File: config.mk
export PLATFORM = sky130hd
export DESIGN_NAME = jtopl_timer_ctrl
export DESIGN_NICKNAME = d
export VERILOG_FILES = /design/src/rtl/jtopl_timer_ctrl.sv
export SDC_FILE = /design/constraint.sdc
export NUM_CORES = 1
export LEC_CHECK = 0
export ABC_AREA = 1
export ABC_CLOCK_PERIOD_IN_PS = 4800
export CAP_MARGIN = 20
export CORE_AREA = 2 2 77 60
export CTS_CLUSTER_SIZE = 10
export DETAILED_ROUTE_END_ITERATION = 10
export DIE_AREA = 0 0 79 62
export PLACE_DENSITY = 0.77
export SLEW_MARGIN = 0
export SYNTH_ARGS = -nofsm -noshare
export SYNTH_HDL_FRONTEND = slang
export SYNTH_SLANG_ARGS = --single-unit
File: constraint.sdc
create_clock -name clk -period 4.8 [get_ports clk]
set_clock_uncertainty 0.15 [all_clocks]
set_input_delay 0.96 -clock clk [delete_from_list [all_inputs] [get_ports clk]]
set_output_delay 0.96 -clock clk [all_outputs]
set_load 0.01 [all_outputs]
File: src/rtl/jtopl_timer_ctrl.sv
// Register-side controller for the OPL timer pair: decodes CPU writes to the
// timer registers, returns the status byte and runs the CSM key-on sweep.
module jtopl_timer_ctrl #(
    parameter int CSM_CH = 9
) (
    input  logic       clk,
    input  logic       rst_n,
    input  logic       cen,
    input  logic       cenop,
    input  logic       zero,
    input  logic       wr_n,
    input  logic       addr,
    input  logic [7:0] din,
    output logic [7:0] dout,
    input  logic       flag_A,
    input  logic       flag_B,
    input  logic       irq_n,
    input  logic       overflow_A,
    output logic [7:0] value_A,
    output logic [7:0] value_B,
    output logic       load_A,
    output logic       load_B,
    output logic       flagen_A,
    output logic       flagen_B,
    output logic       clr_flag_A,
    output logic       clr_flag_B,
    output logic       csm_keyon,
    output logic [3:0] csm_ch
);

    typedef enum logic [1:0] {IDLE, ARMED, SWEEP} csm_state_t;

    localparam logic [3:0] LAST_CH = 4'(CSM_CH - 1);

    logic       wr_n_last_reg;
    logic [7:0] addr_reg;
    logic       csm_en_reg;
    logic       csm_en_next;
    logic       wr_accept;
    logic       data_wr;

    csm_state_t state_reg, state_next;
    logic       pend_reg, pend_next;
    logic       keyon_next;
    logic [3:0] ch_next;
    logic       frame;
    logic       ovf_frame;

    // Falling edge of the strobe as seen at cen rate, so a held strobe counts once.
    assign wr_accept = cen && !wr_n && wr_n_last_reg;
    assign data_wr   = wr_accept && addr;
    assign frame     = cenop && zero;
    assign ovf_frame = frame && overflow_A;

    always_comb begin
        csm_en_next = csm_en_reg;
        if (data_wr && addr_reg == 8'h08)
            csm_en_next = din[7];
    end

    always_ff @(posedge clk or negedge rst_n) begin
        if (!rst_n) begin
            wr_n_last_reg <= 1'b1;
            addr_reg      <= 8'h00;
            csm_en_reg    <= 1'b0;
            value_A       <= 8'h00;
            value_B       <= 8'h00;
            load_A        <= 1'b0;
            load_B        <= 1'b0;
            flagen_A      <= 1'b1;
            flagen_B      <= 1'b1;
            clr_flag_A    <= 1'b0;
            clr_flag_B    <= 1'b0;
            dout          <= 8'h00;
        end else begin
            clr_flag_A <= 1'b0;
            clr_flag_B <= 1'b0;
            csm_en_reg <= csm_en_next;
            dout       <= {~irq_n, flag_A, flag_B, 5'b0};
            if (cen)
                wr_n_last_reg <= wr_n;
            if (wr_accept && !addr)
                addr_reg <= din;
            if (data_wr) begin
                case (addr_reg)
                    8'h02: value_A <= din;
                    8'h03: value_B <= din;
                    8'h04: begin
                        // Bit 7 is a pure flag reset; the other fields are left alone.
                        if (din[7]) begin
                            clr_flag_A <= 1'b1;
                            clr_flag_B <= 1'b1;
                        end else begin
                            flagen_A <= ~din[6];
                            flagen_B <= ~din[5];
                            load_A   <= din[0];
                            load_B   <= din[1];
                        end
                    end
                    default: ;
                endcase
            end
        end
    end

    always_ff @(posedge clk or negedge rst_n) begin
        if (!rst_n) begin
            state_reg <= IDLE;
            pend_reg  <= 1'b0;
            csm_keyon <= 1'b0;
            csm_ch    <= 4'd0;
        end else begin
            state_reg <= state_next;
            pend_reg  <= pend_next;
            csm_keyon <= keyon_next;
            csm_ch    <= ch_next;
        end
    end

    always_comb begin
        state_next = state_reg;
        pend_next  = pend_reg;
        keyon_next = csm_keyon;
        ch_next    = csm_ch;
        if (!csm_en_next) begin
            state_next = IDLE;
            pend_next  = 1'b0;
            keyon_next = 1'b0;
            ch_next    = 4'd0;
        end else begin
            case (state_reg)
                IDLE: begin
                    if (ovf_frame && load_A)
                        state_next = ARMED;
                end
                ARMED: begin
                    // An overflow arriving here is absorbed into the pending sweep.
                    if (frame) begin
                        state_next = SWEEP;
                        keyon_next = 1'b1;
                        ch_next    = 4'd0;
                    end
                end
                SWEEP: begin
                    if (ovf_frame)
                        pend_next = 1'b1;
                    if (cenop) begin
                        if (csm_ch == LAST_CH) begin
                            keyon_next = 1'b0;
                            ch_next    = 4'd0;
                            pend_next  = 1'b0;
                            state_next = (pend_reg || ovf_frame) ? ARMED : IDLE;
                        end else begin
                            ch_next = csm_ch + 4'd1;
                        end
                    end
                end
                default: state_next = IDLE;
            endcase
        end
    end

endmodule
==> results of run 1 <==
[worst min-delay path, delay by kind of cell (launching register included)]
kind / cells / cell delay (ps)
and+or+nand+nor: 1 / 50
AOI/OAI and AO/OA: 1 / 70
DFF: 1 / 340
[Yosys cell counts]
| master | count | area (um^2) |
|---|---|---|
| nand3_2 | 1 | 10.0 |
| o21ai_1 | 10 | 50.1 |
| o31ai_1 | 1 | 7.51 |
| conb_1 | 1 | 3.75 |
| clkbuf_1 | 2 | 7.51 |
| nand2_1 | 50 | 188 |
| nor2_2 | 3 | 18.8 |
| nand4_1 | 2 | 12.5 |
| xnor2_1 | 1 | 8.76 |
| nand4_4 | 4 | 85.1 |
| nor3_1 | 1 | 5.00 |
| nand3_4 | 1 | 17.5 |
| nor4b_2 | 1 | 15.0 |
| nand2_4 | 4 | 45.0 |
| nand3_1 | 9 | 45.0 |
| nor2_8 | 2 | 40.0 |
| xor2_1 | 1 | 8.76 |
| dfrtp_1 | 39 | 976 |
| dfstp_2 | 3 | 78.8 |
| o2111ai_1 | 1 | 8.76 |
| buf_4 | 6 | 45.0 |
| nor2_1 | 14 | 52.6 |
| ha_1 | 2 | 25.0 |
| o21a_1 | 1 | 7.51 |
| o21ai_0 | 20 | 100 |
| buf_2 | 1 | 5.00 |
| inv_4 | 1 | 6.26 |
| inv_1 | 26 | 97.6 |
| nand2_2 | 4 | 25.0 |
| nand2_8 | 1 | 20.0 |
| nor2_4 | 3 | 33.8 |
[how the worst min path moves through the flow]
stage / startpoint / to / slack, ps / depth (start not counted)
finish: csm_keyon / csm_keyon / 340 / 2
floorplan: addr_reg[3] / addr_reg[3] / 300 / 2
detailed placement: csm_keyon / csm_keyon / 310 / 2
global placement: value_B[4] / value_B[4] / 320 / 2
CTS: csm_keyon / csm_keyon / 330 / 2
global route: csm_keyon / csm_keyon / 350 / 2
[power by group]
| part | internal, W | leakage [nW] | switching [W] |
|---|---|---|---|
| Sequential | 0.000407 | 0.546 | 0.0000437 |
| Combinational | 0.000147 | 0.641 | 0.000183 |
| Clock | 0.000155 | 0.0514 | 0.000122 |
[metal layers]
layer | GRT usage [%] | routed length [um] | vias to the layer above | share of wire (%)
met2 | 26.2 | 1740 | 41 | 44
met4 | 5.91 | 50 | 0 | 1.3
met1 | 23.9 | 1930 | 703 | 49
met3 | 6.36 | 233 | 5 | 5.9
li1 | - | - | 782 | -
met5 | 0 | 0 | - | 0
[cell families (layout without fill, tap and decap cells)]
kind of cell               Yosys count  after routing
AOI/OAI and AO/OA                   33             33
xor gates and xnor gates             2              2
adders and majority gates            2              2
buffers and inverters               36             83
DFF                                 42             42
other                                1              5
and+or+nand+nor                    100            100
[area by class of cell]
class / instances / area [um^2]
fillers: 372 / 1590
flip-flops and latches: 42 / 1050
multi-input cells: 142 / 848
repair buffers: 48 / 475
inverters: 27 / 104
clock buffers: 6 / 72.6
well taps: 57 / 71.3
clock inverters: 2 / 37.5
[metrics by stage]
stage                     utilization [%]  setup slack, ps  total power, W
after floorplan                         -             2690        0.000677
after global placement               60.0             2120        0.000779
after detailed placement             60.0             2090        0.000788
after CTS                            62.6             2310         0.00107
after global routing                 62.6             2240         0.00113
final                                62.6             2320         0.00106
[cell usage in the layout (no fill, tap or decap), types with 4 or more instances in the layout]
cell,synthesis,final
dfrtp_1,39,39
o21ai_1,10,10
nor2_1,14,14
clkdlybuf4s50_1,0,47
conb_1,1,5
nand2_1,50,50
nand2_4,4,4
clkbuf_8,0,5
nand2_2,4,4
nand3_1,9,9
o21ai_0,20,20
inv_1,26,26
nand4_4,4,4
==> impl_metrics.ini, run 1 <==
[global_route]
grt.overflow.total = 0
grtUsageTotal_pct = 17.5
antenna_found_initial = 0
grt_pass1_wl_mm = 6.31
grt_pass1_vias = 1360
grt_max_degree = 43

[timing]
worst_pin_slew_ps = 898
min_period_over_period_pct = 51.6
hold_viol = 0
timing.final.crit_period_ps = 2480
setup_viol = 0
max_freq_ghz = 0.404
fin_setup_tns_ps = 0
maxSlewHeadroom_pct = 40.1
drv_slew = 0
rsz0062_at_grt = no
timing.hold.ws_ps = 338

[synthesis]
synth_cells = 216
synth_compound_area_share_pct = 8.49
ys_warn_count = 0
synth-simple-area-share_pct = 29.9
avgSynthCellArea_um2 = 9.49
synth_xor_area_share_pct = 0.855
ys_types = 31
synthMuxAreaShare_pct = 0
synth_seq_cells = 42
synth_area_um2 = 2050
synth_fa_ha_area_share_pct = 1.22
synth_top_family_by_area = simple AND/OR/NAND/NOR gates
ys_seq_area_share_pct = 51.5

[cts]
cts-hold-fix-buffers = 0
cts_max_level = 2
cts.clk_slew.worst_paths_ps = 80
cts_tree = built
cts_resized = 0
post_cts_buffers = 0
cts_buffers = 5
cts-root-buf = clkbuf_8
cts_max_path_buffers = 2
cts.sinks = 42
worstSkewPairLatency_ps = 300

[floorplanning]
rows = 21
die_width_um = 79
fp.dieH_um = 62
start_util_pct = 48.1
core-area_um2 = 4260
ios = 54
dieArea_um2 = 4900

[placement]
hpwlAfterDp_mm = 2.80
placed_cell_area_um2 = 2550
place_inst = 316
io_buffers = 48
place.gp.congestion = 0.900

[worst_setup_path]
startpoint = flagen_B
cp_cell_sequence = clkdlybuf4s50_1
crit_cells = 1
slowest_stage = dfstp_2
r2r_end = value_A[2]
ff2ff_path_depth = 6
cp_top_family = flip-flops
cp_data_required_time_ps = 3690
end_kind = output pin
startpoint_type = register
crit_arrival_ps = 1370
cp_max_fo = 2
worstSetupPathType = register to output pin
cpPeakStageDelay_ps = 540
r2r_setup_slack_ps = 3030
cp-endpoint = flagen_B
r2r-start = addr_reg[3]
path_buf_inv = 1

[drt]
routed_via_density = 4.73
drc = 0
ant_nets = 0
wl_mm = 3.96
drtIter0Drc = 75
num_vias = 1531
dr.pass1.iters = 4
wl_per_cell_um = 12.2

[power_and_ir_drop]
p_per_area_nw_per_um2 = 397
vdd_drop_max_uv = 198
leakagePower_nw = 1.24

[cells_and_area]
drive_above_1_share_pct = 13.5
layout.nets = 287
stdcell_area_um2 = 2660
antennaDiodeCount = 0
syn_to_final_growth_pct = 30.0
fin_cells = 324

[hold_path]
holdCritPathClass = register to register

[run_status]
status = complete, no violations

[flow_run]
max_cap_violations = 0
No activity file was read; power rests on OpenSTA's default activity.
==> run 2: changes to the inputs <==
Settings changed: ABC_CLOCK_PERIOD_IN_PS 4800 to 2600, CORE_AREA 2 2 77 60 to 2 2 79 62, DIE_AREA 0 0 79 62 to 0 0 81 64, PLACE_DENSITY 0.77 to 0.73.
Clock period 4.8 ns to 2.6 ns, I/O delays scaled along.
==> run 2 against run 1 <==
  * Worst hold slack got worse by 170 ps
  * Sequential cell count is the same
  * Highest routed layer unchanged
  * Critical path type unchanged
  * Routed wire length up 5.6%
  * Sequential share of layout area fell by 0.59 points
  * Worst setup slack worse by 1800 ps
  * Core utilization shrank 0.59 points
  * First-iteration DRC count down 4.0%
==> impl_metrics.ini, run 2 (same netlist as run 1, synthesis figures left out) <==
[run_status]
status = complete, no violations

[placement]
io_buffers = 48
hpwlAfterDp_mm = 3.05
place.gp.congestion = 0.826
place_inst = 317

[cts]
cts_resized = 0
cts-root-buf = clkbuf_8
worstSkewPairLatency_ps = 300
cts.sinks = 42
cts-hold-fix-buffers = 0
cts.clk_slew.worst_paths_ps = 80
cts_max_path_buffers = 2
cts_max_level = 2
cts_buffers = 5
cts_tree = built
post_cts_buffers = 0

[flow_run]
max_cap_violations = 0

[drt]
dr.pass1.iters = 4
drc = 0
routed_via_density = 4.85
num_vias = 1577
wl_per_cell_um = 12.9
drtIter0Drc = 72
ant_nets = 0
wl_mm = 4.18

[timing]
timing.final.crit_period_ps = 2030
max_freq_ghz = 0.492
fin_setup_tns_ps = 0
setup_viol = 0
maxSlewHeadroom_pct = 45.1
drv_slew = 0
hold_viol = 0
rsz0062_at_grt = no
min_period_over_period_pct = 78.2
worst_pin_slew_ps = 824

[power_and_ir_drop]
combinationalPowerShare_pct = 29.5
p_sw_share_pct = 31.5
p_per_area_nw_per_um2 = 775
leakagePower_nw = 1.26
internal_power_w = 0.00143
p_sw_w = 0.000660
pwr-share-seq_pct = 39.9
p_clk_share_pct = 30.7
vdd_drop_max_uv = 378

[floorplanning]
start_util_pct = 47.0
fp.dieH_um = 64
dieArea_um2 = 5180
rows = 21
die_width_um = 81
core-area_um2 = 4360
ios = 54

[worst_setup_path]
cp_top_family = flip-flops
cp_cell_sequence = clkdlybuf4s50_1
cpPeakStageDelay_ps = 540
worstSetupPathType = register to output pin
crit_arrival_ps = 1360
startpoint_type = register
end_kind = output pin
path_buf_inv = 1
cp_max_fo = 2
slowest_stage = dfstp_2
cp_data_required_time_ps = 1930

[cells_and_area]
layout.nets = 288
mostFrequentLayoutCell = nand2_1
antennaDiodeCount = 0
drive_above_1_share_pct = 14.2
fin_cells = 325
final_cell_mix = nand2_1, clkdlybuf4s50_1, dfrtp_1, inv_1, o21ai_0
nFillCells = 394
syn_to_final_growth_pct = 31.9

[global_route]
grt.overflow.total = 0
grt_pass1_vias = 1595
grt_pass1_wl_mm = 7.35
grt_max_degree = 39
grtUsageTotal_pct = 19.0
antenna_found_initial = 0

[hold_path]
holdCritPathClass = input port to async pin
[run 2: cell types whose count changed in the layout (fill, tap and decap cells not counted)]
cell,previous run,this run
buf_4,0,1
clkbuf_8,5,6
clkbuf_1,1,0
bufinv_16,1,2
clkinvlp_4,1,0
[run 2: worst paths after layout]
kind	depth (start not counted)	end	from	slack, ps
min in group clk	2	flagen_B	flagen_B	340
hold reg to reg	2	flagen_B	flagen_B	340
max in group asynchronous	2	addr_reg[6]	rst_n	1540
setup / recovery	1	flagen_B	flagen_B	570
hold / removal	1	csm_ch[0]	rst_n	170
setup reg to reg	7	csm_keyon	wr_n_last_reg	830
[run 2: worst reg2reg max path: cells and delay by family, from the launching register on]
kind / cells / cell delay [ps]
simple gates: 6 / 790
flops: 1 / 560
compound gates: 1 / 170
[run 2: area by class of cell]
cell class / count / area, um^2 / area share, %
Clock buffer: 6 / 82.6 / 3.05
Clock inverter: 2 / 60.1 / 2.22
Inverter: 27 / 104 / 3.84
Multi-Input combinational cell: 142 / 848 / 31.4
Sequential cell: 42 / 1050 / 39.0
Tap cell: 57 / 71.3 / 2.64
Timing Repair Buffer: 49 / 483 / 17.9
[run 2: layer usage]
metal  vias to the layer above  part of all wire (%)  GRT usage (%)
li1                        778                     -              -
met1                       742                    49           26.6
met2                        47                    43           26.9
met3                        10                   6.3           7.06
met4                         0                   1.9           6.78
met5                         -                     0              0
[run 2: stage by stage]
| stage | worst slack (ps) | instance area, um^2 | utilization, % | total power (W) | hold slack (ps) |
|---|---|---|---|---|---|
| after floorplan | 930 | 2060 | - | 0.00125 | 74.4 |
| after global placement | 358 | 2560 | 58.7 | 0.00144 | 317 |
| after detailed placement | 311 | 2560 | 58.7 | 0.00146 | 328 |
| after CTS | 558 | 2700 | 62.0 | 0.00211 | 206 |
| after global routing | 505 | 2700 | 62.0 | 0.00223 | 232 |
| final | 567 | 2700 | 62.0 | 0.00209 | 168 |
[run 2: power by group through the flow]
stage / combinational [W] / clock, W / sequential, W
floorplan: 0.000396 / 0 / 0.000853
global placement: 0.000600 / 0 / 0.000844
detailed placement: 0.000618 / 0 / 0.000846
CTS: 0.000623 / 0.000649 / 0.000836
global route: 0.000689 / 0.000687 / 0.000850
finish: 0.000617 / 0.000642 / 0.000835
==> run 3: changes to the inputs <==
Settings changed: ABC_CLOCK_PERIOD_IN_PS 2600 to 1700, CORE_AREA 2 2 79 62 to 2 2 83 65, DIE_AREA 0 0 81 64 to 0 0 85 67, PLACE_DENSITY 0.73 to 0.7.
Clock period 2.6 ns to 1.7 ns, I/O delays scaled along.
==> run 3 against run 2 <==
  * The flow now finishes with violations (negative setup slack)
  * Final cell count rose by 6.2%
  * Via count rose by 2.3%
  * Worst hold slack improved by 48 ps
  * Die area rose by 9.9%
  * Worst setup slack got worse by 590 ps
  * Power rose by 46%
  * Register-to-register slack got worse by 860 ps
  * Cell area rose by 6.6%
  * Largest power group unchanged
  * Highest routed layer unchanged
==> impl_metrics.ini, run 3 (same netlist as run 1, synthesis figures left out) <==
[drt]
wl_met3_um = 249
drtIter0Drc = 57
topRoutingLayerUsed = met4
met1_length_mm = 2.08
num_vias = 1614
wl_per_cell_um = 12.7
wl_mm = 4.39
routed_via_density = 4.68
dr_wl_met2_mm = 1.96
dr.pass1.iters = 4
drc = 0
ant_nets = 0

[floorplanning]
ios = 54
fp.dieH_um = 67
rows = 22
core-area_um2 = 4820
dieArea_um2 = 5700
start_util_pct = 42.5
die_width_um = 85

[cells_and_area]
nFillCells = 424
final_core_util_pct = 59.8
antennaDiodeCount = 0
mostFrequentLayoutCell = nand2_1
final_cell_mix = nand2_1, dfrtp_1, inv_1, o21ai_0, clkdlybuf4s50_1
layout.nets = 305
fin_cells = 345
syn_to_final_growth_pct = 40.6
stdcell_area_um2 = 2880
drive_above_1_share_pct = 20.4

[run_status]
status = complete, but fails checks
violations = negative setup slack

[worst_setup_path]
crit_arrival_ps = 1770
startpoint_type = register
ff2ff_path_depth = 9
cpPeakStageDelay_ps = 560
end_kind = register
worstSetupPathType = register to register
cp_max_fo = 6
cp_cell_sequence = nand3_4 -> nor2_8 -> nand3_4 -> nand4_4 -> nand2_4 -> inv_4 -> nand2_4 -> nand2_1 -> nand2_1
cp_data_required_time_ps = 1740
slowest_stage = dfstp_2

[cts]
cts-root-buf = clkbuf_8
cts_buffers = 5
cts.clk_slew.worst_paths_ps = 80
cts.sinks = 42
cts_tree = built
worstSkewPairLatency_ps = 290
cts_max_level = 2
cts_max_path_buffers = 2

[global_route]
grtUsageTotal_pct = 17.1
grt.overflow.total = 0
antenna_found_initial = 0
grt_pass1_wl_mm = 7.45
grt_pass1_vias = 1633
grt_max_degree = 43

[timing]
setup_ws_ps = -25.5
min_period_over_period_pct = 101
setup_viol = 4
drv_slew = 0
hold_viol = 0
rsz0062_at_grt = yes
timing.final.crit_period_ps = 1730
max_freq_ghz = 0.580
fin_setup_tns_ps = -80.9

[placement]
pre_cts_slack_ps = -398
placed_cell_area_um2 = 2690
hpwlAfterDp_mm = 3.12
io_buffers = 48
place_inst = 331
place.gp.congestion = 0.947

[hold_path]
hold_depth = 3
holdCritPathClass = input port to register

[power_and_ir_drop]
p_per_area_nw_per_um2 = 1060
leakagePower_nw = 1.67
vdd_drop_max_uv = 571

[flow_run]
max_cap_violations = 0
## run 3: cell count changes in the layout (fill, tap and decap cells not counted), sizes merged
cell,before,now
dlygate4sd2,0,15
clkinv,0,1
buf,2,18
bufinv,2,1
dlygate4sd3,0,1
inv,27,28
clkbuf,6,5
dlymetal6s2s,0,15
clkdlybuf4s50,47,17
## run 3: path summary, 6_finish.rpt
| check | to | start | slack, ps |
|---|---|---|---|
| max | csm_ch[0] | wr_n_last_reg | -30 |
| min | wr_n_last_reg | wr_n | 220 |
| max reg2reg | csm_ch[0] | wr_n_last_reg | -30 |
| min reg2reg | csm_keyon | csm_keyon | 330 |
| max in group asynchronous | flagen_B | rst_n | 730 |
| min in group asynchronous | csm_ch[1] | rst_n | 380 |
## run 3: critical path: cells and delay by family, from the launching register on
kind	cells	cell delay, ps
simple gates	8	820
flops	1	560
buf+inv	1	90
## run 3: routing by layer
layer  global-route usage, %  vias to the layer above
met5                       0                        -
met1                    22.8                      748
met4                    8.93                        0
li1                        -                      812
met3                    4.34                        9
met2                    25.9                       45
## run 3: area by class of cell
cell class | instances | area [um^2] | area share [%]
clock buffers | 5 | 68.8 | 2.39
clock inverters | 3 | 43.8 | 1.52
inverters | 27 | 104 | 3.60
multi-input cells | 142 | 866 | 30.0
flip-flops and latches | 42 | 1050 | 36.6
well taps | 60 | 75.1 | 2.61
repair buffers | 66 | 669 | 23.2
## run 3: what timing repair did
item                       CTS  global route
hold buffers                 1             0
setup endpoints to repair   28            31
setup buffers                5             0
pin swaps                    5             6
resized for setup           17            18
hold endpoints to repair    39             0
## run 3: per-stage QoR
stage	hold slack, ps	power [W]
2_1_floorplan	-106	0.00191
3_3_place_gp	183	0.00225
3_5_place_dp	182	0.00228
4_1_cts	321	0.00311
5_1_grt	236	0.00328
6_report	216	0.00307
## run 3: power by group
part           leakage (nW)  switching [W]  internal (W)
Sequential            0.546       0.000100       0.00115
Clock                0.0585       0.000363      0.000440
Combinational          1.06       0.000565      0.000450
